## src/rtl/pygmy_intf_typedef.sv

```systemverilog
// Shared ring-interface typedefs.
// Purpose: request-channel payload structs for the ring request interface,
//          the skid-buffer stage state encoding, the pipeline depth ceiling
//          and a helper for saturating performance counters.
// Ports:   none (package).
package pygmy_intf_typedef;

  typedef struct packed {
    logic [7:0]  awid;
    logic [31:0] awaddr;
    logic [7:0]  awlen;
    logic [2:0]  awsize;
    logic [1:0]  awburst;
  } oursring_req_if_aw_t;

  typedef struct packed {
    logic [63:0] wdata;
    logic [7:0]  wstrb;
    logic        wlast;
  } oursring_req_if_w_t;

  typedef struct packed {
    logic [7:0]  arid;
    logic [31:0] araddr;
    logic [7:0]  arlen;
    logic [2:0]  arsize;
    logic [1:0]  arburst;
  } oursring_req_if_ar_t;

  typedef enum logic [1:0] {
    EMPTY = 2'd0,
    ONE   = 2'd1,
    TWO   = 2'd2
  } oursring_skid_st_e;

  localparam int OURSRING_PPLN_MAX_STAGES = 8;

  // Clear has priority; otherwise count a stall cycle but stop at all-ones.
  function automatic logic [31:0] perf_next(input logic [31:0] cnt,
                                            input logic        clr,
                                            input logic        stall);
    logic [31:0] nxt;
    nxt = cnt;
    if (clr) begin
      nxt = '0;
    end else if (stall && (cnt != 32'hFFFF_FFFF)) begin
      nxt = cnt + 32'd1;
    end
    return nxt;
  endfunction

endpackage

```

## src/rtl/oursring_skid_buf.sv

```systemverilog
// One registered pipeline stage: a 2-entry skid buffer.
// Purpose: cuts valid, ready and data paths with flops while sustaining one
//          beat per cycle. The second entry absorbs the beat that arrives in
//          the cycle the downstream side stalls, because upstream ready is
//          only ever a decode of the local state register.
// Ports:
//   clk, rstn              clock, asynchronous active-low reset
//   s_data/s_valid/s_ready upstream (sink) side
//   d_data/d_valid/d_ready downstream (source) side
//   empty                  stage holds no beat
module oursring_skid_buf
  import pygmy_intf_typedef::*;
#(
  parameter int WIDTH = 1
) (
  input  logic             clk,
  input  logic             rstn,
  input  logic [WIDTH-1:0] s_data,
  input  logic             s_valid,
  output logic             s_ready,
  output logic [WIDTH-1:0] d_data,
  output logic             d_valid,
  input  logic             d_ready,
  output logic             empty
);

  oursring_skid_st_e state;
  logic [WIDTH-1:0]  main_q;
  logic [WIDTH-1:0]  skid_q;
  logic              push;
  logic              pop;

  assign s_ready = (state != TWO);
  assign d_valid = (state != EMPTY);
  assign d_data  = main_q;
  assign empty   = (state == EMPTY);
  assign push    = s_valid & s_ready;
  assign pop     = d_valid & d_ready;

  always_ff @(posedge clk or negedge rstn) begin
    if (!rstn) begin
      state <= EMPTY;
    end else begin
      case (state)
        EMPTY: if (push) state <= ONE;
        ONE: begin
          if (push && !pop) begin
            state <= TWO;
          end else if (pop && !push) begin
            state <= EMPTY;
          end
        end
        TWO:     if (pop) state <= ONE;
        default: state <= EMPTY;
      endcase
    end
  end

  // Payload registers carry no reset: valid is what qualifies them.
  // In ONE with push&pop the new beat replaces the departing one directly,
  // so there is no bubble; a push without pop parks in the skid entry.
  always_ff @(posedge clk) begin
    case (state)
      EMPTY: if (push) main_q <= s_data;
      ONE: begin
        if (push && pop) begin
          main_q <= s_data;
        end else if (push) begin
          skid_q <= s_data;
        end
      end
      TWO:     if (pop) main_q <= skid_q;
      default: ;
    endcase
  end

endmodule

```

## src/rtl/oursring_req_ppln_mstage.sv

```systemverilog
// Multi-stage ring request pipeline.
// Purpose: STAGES registered skid-buffer stages on each of the AW, W and AR
//          channels between a ring-stop request master and the ring. The
//          channels are independent; order within a channel is preserved.
//          STAGES = 0 is a pure wire-through. Valid range 0..8
//          (OURSRING_PPLN_MAX_STAGES).
// Ports:
//   clk, rstn                            clock, async active-low reset
//   i_req_if_{aw,w,ar}{,valid,ready}     upstream channels (ready is output)
//   o_req_if_{aw,w,ar}{,valid,ready}     downstream channels (ready is input)
//   o_idle                               registered: every stage empty
//   i_perf_clr, o_perf_stall_{aw,w,ar}   only with OURSRING_REQ_PPLN_PERF_EN:
//                                        synchronous clear and 32-bit
//                                        saturating downstream stall counters
// Configuration macro: OURSRING_REQ_PPLN_PERF_EN
module oursring_req_ppln_mstage
  import pygmy_intf_typedef::*;
#(
  parameter int STAGES = 1,
  parameter int AW_W   = $bits(oursring_req_if_aw_t),
  parameter int W_W    = $bits(oursring_req_if_w_t),
  parameter int AR_W   = $bits(oursring_req_if_ar_t)
) (
  input  logic            clk,
  input  logic            rstn,
  input  logic [AW_W-1:0] i_req_if_aw,
  input  logic            i_req_if_awvalid,
  output logic            i_req_if_awready,
  input  logic [W_W-1:0]  i_req_if_w,
  input  logic            i_req_if_wvalid,
  output logic            i_req_if_wready,
  input  logic [AR_W-1:0] i_req_if_ar,
  input  logic            i_req_if_arvalid,
  output logic            i_req_if_arready,
  output logic [AW_W-1:0] o_req_if_aw,
  output logic            o_req_if_awvalid,
  input  logic            o_req_if_awready,
  output logic [W_W-1:0]  o_req_if_w,
  output logic            o_req_if_wvalid,
  input  logic            o_req_if_wready,
  output logic [AR_W-1:0] o_req_if_ar,
  output logic            o_req_if_arvalid,
  input  logic            o_req_if_arready,
  output logic            o_idle
`ifdef OURSRING_REQ_PPLN_PERF_EN
  ,
  input  logic            i_perf_clr,
  output logic [31:0]     o_perf_stall_aw,
  output logic [31:0]     o_perf_stall_w,
  output logic [31:0]     o_perf_stall_ar
`endif
);

  generate
    if (STAGES == 0) begin : g_bypass
      assign o_req_if_aw      = i_req_if_aw;
      assign o_req_if_awvalid = i_req_if_awvalid;
      assign i_req_if_awready = o_req_if_awready;
      assign o_req_if_w       = i_req_if_w;
      assign o_req_if_wvalid  = i_req_if_wvalid;
      assign i_req_if_wready  = o_req_if_wready;
      assign o_req_if_ar      = i_req_if_ar;
      assign o_req_if_arvalid = i_req_if_arvalid;
      assign i_req_if_arready = o_req_if_arready;
      assign o_idle           = 1'b1;
    end else begin : g_pipe
      // Index k is the link feeding stage k; index STAGES is the output.
      logic [AW_W-1:0]   aw_data [STAGES+1];
      logic [STAGES:0]   aw_valid;
      logic [STAGES:0]   aw_ready;
      logic [STAGES-1:0] aw_empty;
      logic [W_W-1:0]    w_data [STAGES+1];
      logic [STAGES:0]   w_valid;
      logic [STAGES:0]   w_ready;
      logic [STAGES-1:0] w_empty;
      logic [AR_W-1:0]   ar_data [STAGES+1];
      logic [STAGES:0]   ar_valid;
      logic [STAGES:0]   ar_ready;
      logic [STAGES-1:0] ar_empty;
      logic              idle_q;

      assign aw_data[0]         = i_req_if_aw;
      assign aw_valid[0]        = i_req_if_awvalid;
      assign i_req_if_awready   = aw_ready[0];
      assign o_req_if_aw        = aw_data[STAGES];
      assign o_req_if_awvalid   = aw_valid[STAGES];
      assign aw_ready[STAGES]   = o_req_if_awready;

      assign w_data[0]          = i_req_if_w;
      assign w_valid[0]         = i_req_if_wvalid;
      assign i_req_if_wready    = w_ready[0];
      assign o_req_if_w         = w_data[STAGES];
      assign o_req_if_wvalid    = w_valid[STAGES];
      assign w_ready[STAGES]    = o_req_if_wready;

      assign ar_data[0]         = i_req_if_ar;
      assign ar_valid[0]        = i_req_if_arvalid;
      assign i_req_if_arready   = ar_ready[0];
      assign o_req_if_ar        = ar_data[STAGES];
      assign o_req_if_arvalid   = ar_valid[STAGES];
      assign ar_ready[STAGES]   = o_req_if_arready;

      for (genvar g = 0; g < STAGES; g++) begin : g_stage
        oursring_skid_buf #(.WIDTH(AW_W)) u_aw (
          .clk     (clk),
          .rstn    (rstn),
          .s_data  (aw_data[g]),
          .s_valid (aw_valid[g]),
          .s_ready (aw_ready[g]),
          .d_data  (aw_data[g+1]),
          .d_valid (aw_valid[g+1]),
          .d_ready (aw_ready[g+1]),
          .empty   (aw_empty[g])
        );
        oursring_skid_buf #(.WIDTH(W_W)) u_w (
          .clk     (clk),
          .rstn    (rstn),
          .s_data  (w_data[g]),
          .s_valid (w_valid[g]),
          .s_ready (w_ready[g]),
          .d_data  (w_data[g+1]),
          .d_valid (w_valid[g+1]),
          .d_ready (w_ready[g+1]),
          .empty   (w_empty[g])
        );
        oursring_skid_buf #(.WIDTH(AR_W)) u_ar (
          .clk     (clk),
          .rstn    (rstn),
          .s_data  (ar_data[g]),
          .s_valid (ar_valid[g]),
          .s_ready (ar_ready[g]),
          .d_data  (ar_data[g+1]),
          .d_valid (ar_valid[g+1]),
          .d_ready (ar_ready[g+1]),
          .empty   (ar_empty[g])
        );
      end

      // Registered so o_idle never carries a combinational path through the
      // stage decode; it trails the stage states by one cycle.
      always_ff @(posedge clk or negedge rstn) begin
        if (!rstn) begin
          idle_q <= 1'b1;
        end else begin
          idle_q <= (&aw_empty) & (&w_empty) & (&ar_empty);
        end
      end

      assign o_idle = idle_q;
    end
  endgenerate

`ifdef OURSRING_REQ_PPLN_PERF_EN
  logic [31:0] stall_aw_q;
  logic [31:0] stall_w_q;
  logic [31:0] stall_ar_q;

  // A stall cycle is one where the ring side withholds ready from a beat.
  always_ff @(posedge clk or negedge rstn) begin
    if (!rstn) begin
      stall_aw_q <= '0;
      stall_w_q  <= '0;
      stall_ar_q <= '0;
    end else begin
      stall_aw_q <= perf_next(stall_aw_q, i_perf_clr, o_req_if_awvalid && !o_req_if_awready);
      stall_w_q  <= perf_next(stall_w_q,  i_perf_clr, o_req_if_wvalid  && !o_req_if_wready);
      stall_ar_q <= perf_next(stall_ar_q, i_perf_clr, o_req_if_arvalid && !o_req_if_arready);
    end
  end

  assign o_perf_stall_aw = stall_aw_q;
  assign o_perf_stall_w  = stall_w_q;
  assign o_perf_stall_ar = stall_ar_q;
`endif

endmodule

```

## config.mk

```make
export PLATFORM = sky130hd
export DESIGN_NAME = oursring_req_ppln_mstage
export DESIGN_NICKNAME = d
export VERILOG_FILES = /design/src/rtl/pygmy_intf_typedef.sv /design/src/rtl/oursring_skid_buf.sv /design/src/rtl/oursring_req_ppln_mstage.sv
export SDC_FILE = /design/constraint.sdc
export NUM_CORES = 1
export LEC_CHECK = 0
export CORE_UTILIZATION = 50
export CTS_BUF_LIST = sky130_fd_sc_hd__clkbuf_4
export DETAILED_ROUTE_END_ITERATION = 8
export PLACE_DENSITY_LB_ADDON = 0.3
export REMOVE_ABC_BUFFERS = 1
export SLEW_MARGIN = 20
export SYNTH_ARGS = -nofsm -noshare
export SYNTH_HDL_FRONTEND = slang
export SYNTH_SLANG_ARGS = --single-unit
```

## constraint.sdc

```tcl
create_clock -name clk -period 7.1 [get_ports clk]
set_clock_uncertainty 0.2 [all_clocks]
set_input_delay 0.71 -clock clk [delete_from_list [all_inputs] [get_ports clk]]
set_output_delay 0.71 -clock clk [all_outputs]
set_load 0.02 [all_outputs]
```

==> metrics.md, run 1 <==
| Metric | Value |
|---|---|
| Leak | `6.75 nW` |
| Synthesis-to-layout area growth | `37.4%` |
| Number of DRC markers in iteration 0 | `464` |
| Mapped cell area | `13900 um^2` |
| Final layout net count | `1239` |
| Initial Util | `between 50 and 60%` |
| Core area | `27100 um^2` |
| Routed vias/inst | `4.91` |
| Logic pwr share | `16.4%` |
| Die ar. | `28500 um^2` |
| Inserted Clock Buffers | `90` |
| Top FF cell, synth | `edfxtp_1` |
| Commonest cells in the netlist | `358 x edfxtp_1, 108 x mux2_4, 71 x mux2_2` |
| Status | `complete, no violations` |
| Critical Path Fanout Max | `56` |
| Initial antenna violation count | `3` |
| DR DRC count | `0` |
| H-Tree Depth | `3` |
| Global-route wire length before repair | `43400 um` |
| Clk Tree Root Cell | `clkbuf_4` |
| Clk_lat worst skew | `roughly 680 ps` |
| Crit Path Class | `reg -> out` |
| P_sw | `around 1.3 mW` |
| Post-synth ARST share | `1.92%` |
| Fraction of layout cells with a size suffix above 1 | `a little under a third` |
| Internal cell power | `4.05 mW` |
| Clk pin slew, worst setup/hold paths | `70 ps` |
| TritonCTS clock tree | `done` |
| Max VDD drop | `207 uV` |
| Site Rows | `60` |
| Gate Count Post-Synth | `~600` |
| Final period util | `47.9%` |
| Post-CTS Resized | `0` |
| Placed Cells | `1331` |
| CP Data Required Time | `6190 ps` |
| Multi-input logic area | `between 2000 and 3000 um^2` |
| EDFF count, synth | `358` |
| Setup TNS | `0 ps` |
| WHS | `225 ps` |
| Sequential area share after synthesis | `78.5%` |
| Via count | `7331` |
| Hold Violations, Final | `0` |
| Reg power frac | `50.0%` |
| Register area | `10900 um^2` |
| CP Capture Type | `primary output` |
| Routed wire length per instance | `between 15 and 20 um` |
| CP Data Arrival Time | `2490 ps` |
| Max-cap violations | `0` |
| Post-Layout Cell Count | `approximately 1500` |
| Synth cell types | `28` |
| DPL Wire Length | `20000 um` |
| Crit start category | `flip-flop` |
| Most common cell in the netlist | `edfxtp_1` |
| Switch share | `between 20% and 30%` |
| Final antenna-violating net count | `0` |
| Worst Tran Pin Value | `slightly below 1000 ps` |
| Fillers | `around 1700` |
| Post-CTS Hold Buffers | `0` |
| Setup violators final | `0` |
| Die height | `169 um` |
| Area contributors post-synth | `edfxtp_1 77%, mux2_4 12%, mux2_2 5.7%, buf_12 1.7%, dfrtp_1 1.1%` |
| Share of the synthesized area in the top cell type | `between 70 and 80%` |
| Placer Congestion | `0.812` |
| Yosys top cell by area | `edfxtp_1` |
| Die width | `169 um` |
| Flops & latches, synth | `365` |
| Final core utilization | `between 70% and 80%` |
| Vias in the first global route | `a little under 8000` |
| Max clock buf depth | `3` |
| YS warnings | `0` |
| RSZ-0062 raised after global routing | `no` |
| Drt pass-1 iters | `4` |
| Total GRT Usage | `20.4%` |
| Power per cell area | `between 200 and 300 nW/um^2` |
| Post-layout minimum cycle time | `3400 ps` |
| Slew margin rel. | `35.6%` |
| Final wirelength | `between 20000 and 30000 um` |
| Largest net degree at the start of global routing | `74` |
| Clock Sinks | `approximately 370` |
| Highest Clock Rate | `294 MHz` |
| Syn_area_per_cell | `approximately 23 um^2` |
| Clock power frac | `33.6%` |
| Max Slew Vio Count | `0` |
| Post-CTS setup buffers | `0` |
| Pwr Total | `5.35 mW` |
| Hold Path Class | `in -> async` |
| GR Overflow Total | `0` |
| Ports | `around 370` |
| Port bufs | `372` |
[worst paths after layout]
path,startpoint,to,slack [ps],cells past startpoint
worst max-delay path,g_pipe.g_stage[0].u_ar.state[1],i_req_if_arready,3700,4
worst min-delay path,rstn,g_pipe.g_stage[0].u_aw.state[1],220,1
worst max register to register,g_pipe.g_stage[0].u_w.state[0],g_pipe.g_stage[0].u_w.d_data[72],4360,4
worst min register to register,g_pipe.g_stage[0].u_ar.skid_q[47],g_pipe.g_stage[0].u_ar.d_data[47],310,1
max in group asynchronous,rstn,o_idle,6080,1
min in group clk,g_pipe.g_stage[0].u_ar.skid_q[47],g_pipe.g_stage[0].u_ar.d_data[47],310,1
[registers in the layout, indices dropped and copies added (netlist names)]
name	count
g_pipe.g_stage.u_aw.d_data	53
g_pipe.g_stage.u_ar.state	2
g_pipe.g_stage.u_aw.state	2
g_pipe.g_stage.u_w.d_data	73
g_pipe.g_stage.u_ar.d_data	53
g_pipe.g_stage.u_w.state	2
o_idle	1
g_pipe.g_stage.u_w.skid_q	73
g_pipe.g_stage.u_ar.skid_q	53
g_pipe.g_stage.u_aw.skid_q	53
[area by class of cell]
type,instances,share of cell area (%)
sequential,365,57.1
timing repair buffer,382,19.9
multi-input combinational,210,14.2
clock buffer,131,5.14
tap,372,2.43
clock inverter,26,1.13
inverter,3,0.0589
antenna,3,0.0392
[routing by layer]
| metal | vias to the layer above | global-route usage [%] | part of all wire (%) |
|---|---|---|---|
| li1 | 3366 | - | - |
| met1 | 3559 | 23.2 | 38 |
| met2 | 334 | 33.5 | 49 |
| met3 | 72 | 8.11 | 9.9 |
| met4 | 0 | 10.0 | 3.3 |
| met5 | - | 0 | 0 |
[worst max-delay path, cell delays in order (launching register included)]
cell and delay (ps):
dfrtp_1 410, nor2b_4 150, buf_4 570, inv_1 130, clkdlybuf4s50_1 570
[kinds of logic (layout without fill, tap and decap cells)]
logic type / after synthesis / in the layout / synth area share (%)
simple gates: 20 / 20 / 1.15
mux: 181 / 181 / 17.5
flops: 365 / 365 / 78.5
compound gates: 9 / 9 / 0.422
buf+inv: 23 / 542 / 2.38
other cells: 0 / 3 / 0
[cells in the final DEF (no fill, tap or decap), types with 2 or more instances in the layout]
cell | synthesis | layout
dfrtp_1 | 6 | 6
clkdlybuf4s50_1 | 0 | 372
or2_2 | 3 | 3
buf_4 | 1 | 9
mux2_2 | 71 | 71
o21ai_4 | 0 | 2
diode_2 | 0 | 3
bufinv_16 | 0 | 4
nand3b_1 | 5 | 5
mux2i_1 | 2 | 2
a21oi_1 | 3 | 3
edfxtp_1 | 358 | 358
clkbuf_4 | 0 | 131
o211ai_1 | 2 | 2
clkinv_1 | 0 | 15
mux2_4 | 108 | 108
inv_2 | 2 | 2
clkinv_2 | 0 | 5
nor2b_4 | 1 | 3
clkinvlp_4 | 0 | 2
or4b_1 | 2 | 2
[power groups by stage]
stage / registers, mW / clock network (mW) / logic, mW
after floorplan: 2.89 / 0 / 0.269
after global placement: 2.72 / 0 / 0.866
after detailed placement: 2.72 / 0 / 0.881
after CTS: 2.68 / 1.85 / 0.884
after global routing: 2.69 / 1.95 / 0.919
final: 2.67 / 1.80 / 0.876
[stage by stage]
stage          setup slack [ps]  instance area, um^2
2_1_floorplan               377                13600
3_3_place_gp               3720                17900
3_5_place_dp               3600                17900
4_1_cts                    3580                19100
5_1_grt                    3500                19100
6_report                   3700                19100
(Power assumes the default switching activity.)
==> run 2, diff against run 1 <==
CORE_UTILIZATION = 45   (was 50)
clock period = 3.1 ns   (was 7.1 ns; I/O delays follow)
==> run 2 against run 1 <==
Compared with the run above:
- global-route usage is 0.64 points lower
- combinational power rose to 2.6 times the previous value
- via count increased by 9.2%
- sequential power rose by 130%
- register-to-register slack lost 3300 ps
- largest power group unchanged
- first-iteration DRC count is 37% lower
- power increased by 130%
- final cell count increased by 13%
- routed wire length is 8.3% higher
- die area is 11% higher
- sequential share of layout area down 4.9 points
- clock-buffer cell count rose by 11
==> metrics.md, run 2 (synthesized netlist as in run 1, its figures left out) <==
| Metric | Value |
|---|---|
| Status | `complete, no violations` |
| Total GRT Usage | `19.7%` |
| CP Data Required Time | `2590 ps` |
| Most frequent cells in the layout | `372 x clkdlybuf4s50_1, 358 x edfxtp_1, 170 x dlygate4sd3_1, 142 x clkbuf_4, 108 x mux2_4` |
| Setup violators final | `0` |
| FF-to-FF path depth | `3` |
| Max clock buf depth | `3` |
| Core area | `30500 um^2` |
| Clk_lat worst skew | `680 ps` |
| Crit Path Class | `reg -> out` |
| Drt pass-1 iters | `4` |
| CP Data Arrival Time | `~2300 ps` |
| Critical Path Fanout Max | `56` |
| Setup TNS | `0 ps` |
| Power per cell area | `593 nW/um^2` |
| Met3 wire length | `2620 um` |
| WHS | `roughly 56 ps` |
| H-Tree Depth | `3` |
| Die width | `178 um` |
| Synthesis-to-layout area growth | `50.4%` |
| Ports | `between 300 and 400` |
| Final instance area | `20900 um^2` |
| CP Capture Type | `primary output` |
| Hold Path Class | `in -> reg` |
| Worst Tran Pin Value | `599 ps` |
| Fraction of layout cells with a size suffix above 1 | `between 20% and 30%` |
| Die height | `around 180 um` |
| Pwr Total | `around 12 mW` |
| GR Overflow Total | `0` |
| Placer Congestion | `approximately 0.73` |
| Clock Sinks | `365` |
| Hold Violations, Final | `0` |
| DR DRC count | `0` |
| Max-cap violations | `0` |
| Final antenna-violating net count | `0` |
| Via count | `8007` |
| RSZ-0062 raised after global routing | `no` |
| Post-layout minimum cycle time | `2760 ps` |
| Final wirelength | `31700 um` |
| Routed vias/inst | `roughly 4.7` |
| Clk Tree Root Cell | `clkbuf_4` |
| Post-Layout Cell Count | `~1700` |
| Highest Clock Rate | `362 MHz` |
| Max VDD drop | `roughly 400 uV` |
| Initial Util | `45.6%` |
| Met1 wire length | `12000 um` |
| Final layout net count | `1415` |
| Max layer used | `met4` |
| Clk pin slew, worst setup/hold paths | `60 ps` |
| Placed Cells | `1358` |
| Most common cell after layout, fill and taps aside | `clkdlybuf4s50_1` |
| Leak | `7.49 nW` |
| DPL Wire Length | `roughly 19000 um` |
| Initial antenna violation count | `3` |
| Post-Place Cell Area | `roughly 18000 um^2` |
| Inserted Clock Buffers | `94` |
| Global-route wire length before repair | `about 47000 um` |
| Largest net degree at the start of global routing | `between 50 and 60` |
| Site Rows | `64` |
| Die ar. | `about 32000 um^2` |
| Slew margin rel. | `between 50% and 60%` |
| Number of DRC markers in iteration 0 | `292` |
| Port bufs | `approximately 370` |
| Vias in the first global route | `8677` |
| Hold depth | `1` |
| Max Slew Vio Count | `0` |
| Met2 wire len | `16300 um` |
| TritonCTS clock tree | `done` |
| Routed wire length per instance | `18.7 um` |
| Final period util | `89.1%` |
| Crit start category | `flip-flop` |
-- run 2: path summary, 6_finish.rpt --
path / startpoint / end / slack [ps]
max reg2reg: g_pipe.g_stage[0].u_w.state[1] / g_pipe.g_stage[0].u_w.d_data[13] / 1040
max: g_pipe.g_stage[0].u_ar.state[0] / i_req_if_arready / 340
min: i_req_if_w[40] / g_pipe.g_stage[0].u_w.skid_q[40] / 60
min reg2reg: g_pipe.g_stage[0].u_w.skid_q[40] / g_pipe.g_stage[0].u_w.d_data[40] / 320
min in group asynchronous: rstn / g_pipe.g_stage[0].u_w.state[0] / 280
max in group asynchronous: rstn / o_idle / 2060
-- run 2: stage by stage --
stage	utilization (%)	worst slack, ps
after floorplan	-	-3390
after global placement	59.2	689
after detailed placement	59.2	629
after CTS	68.5	311
after global routing	68.6	200
final	68.6	338
-- run 2: routing by layer --
layer	vias up	GRT usage, %
met1	3912	22.1
met5	-	0
li1	3722	-
met2	318	33.3
met4	0	7.83
met3	55	8.14
-- run 2: power by group --
group	leakage, nW	total (mW)	switching (mW)	internal, mW
clock network	0.696	4.06	1.90	2.16
logic	3.35	2.24	1.05	1.18
registers	3.45	6.11	0.134	5.98
total	7.49	12.4	3.09	9.32
-- run 2: timing repair --
item | in CTS | in global routing
gates resized for setup | 0 | 0
buffers inserted | 0 | 0
hold buffers | 167 | 3
endpoints found under the hold margin | 172 | 3
-- run 2: final cells by class --
cell class	count	area, um^2
Fill cell	1966	9570
Antenna cell	3	7.51
Timing Repair Buffer	554	5620
Multi-Input combinational cell	210	2710
Sequential cell	365	10900
Inverter	3	11.3
Tap cell	396	495
Clock buffer	142	1070
Clock inverter	18	106
-- run 2: worst max-delay path, stage by stage, from the launching register on --
cell and delay (ps):
dfrtp_1 450, nor2b_4 150, buf_12 290, inv_1 110
clkdlybuf4s50_1 570
==> run 3, diff against run 2 <==
SLEW_MARGIN = default   (was 20)
==> results of run 3 <==
The final DEF is identical to that of run 2; final timing and power are the same.
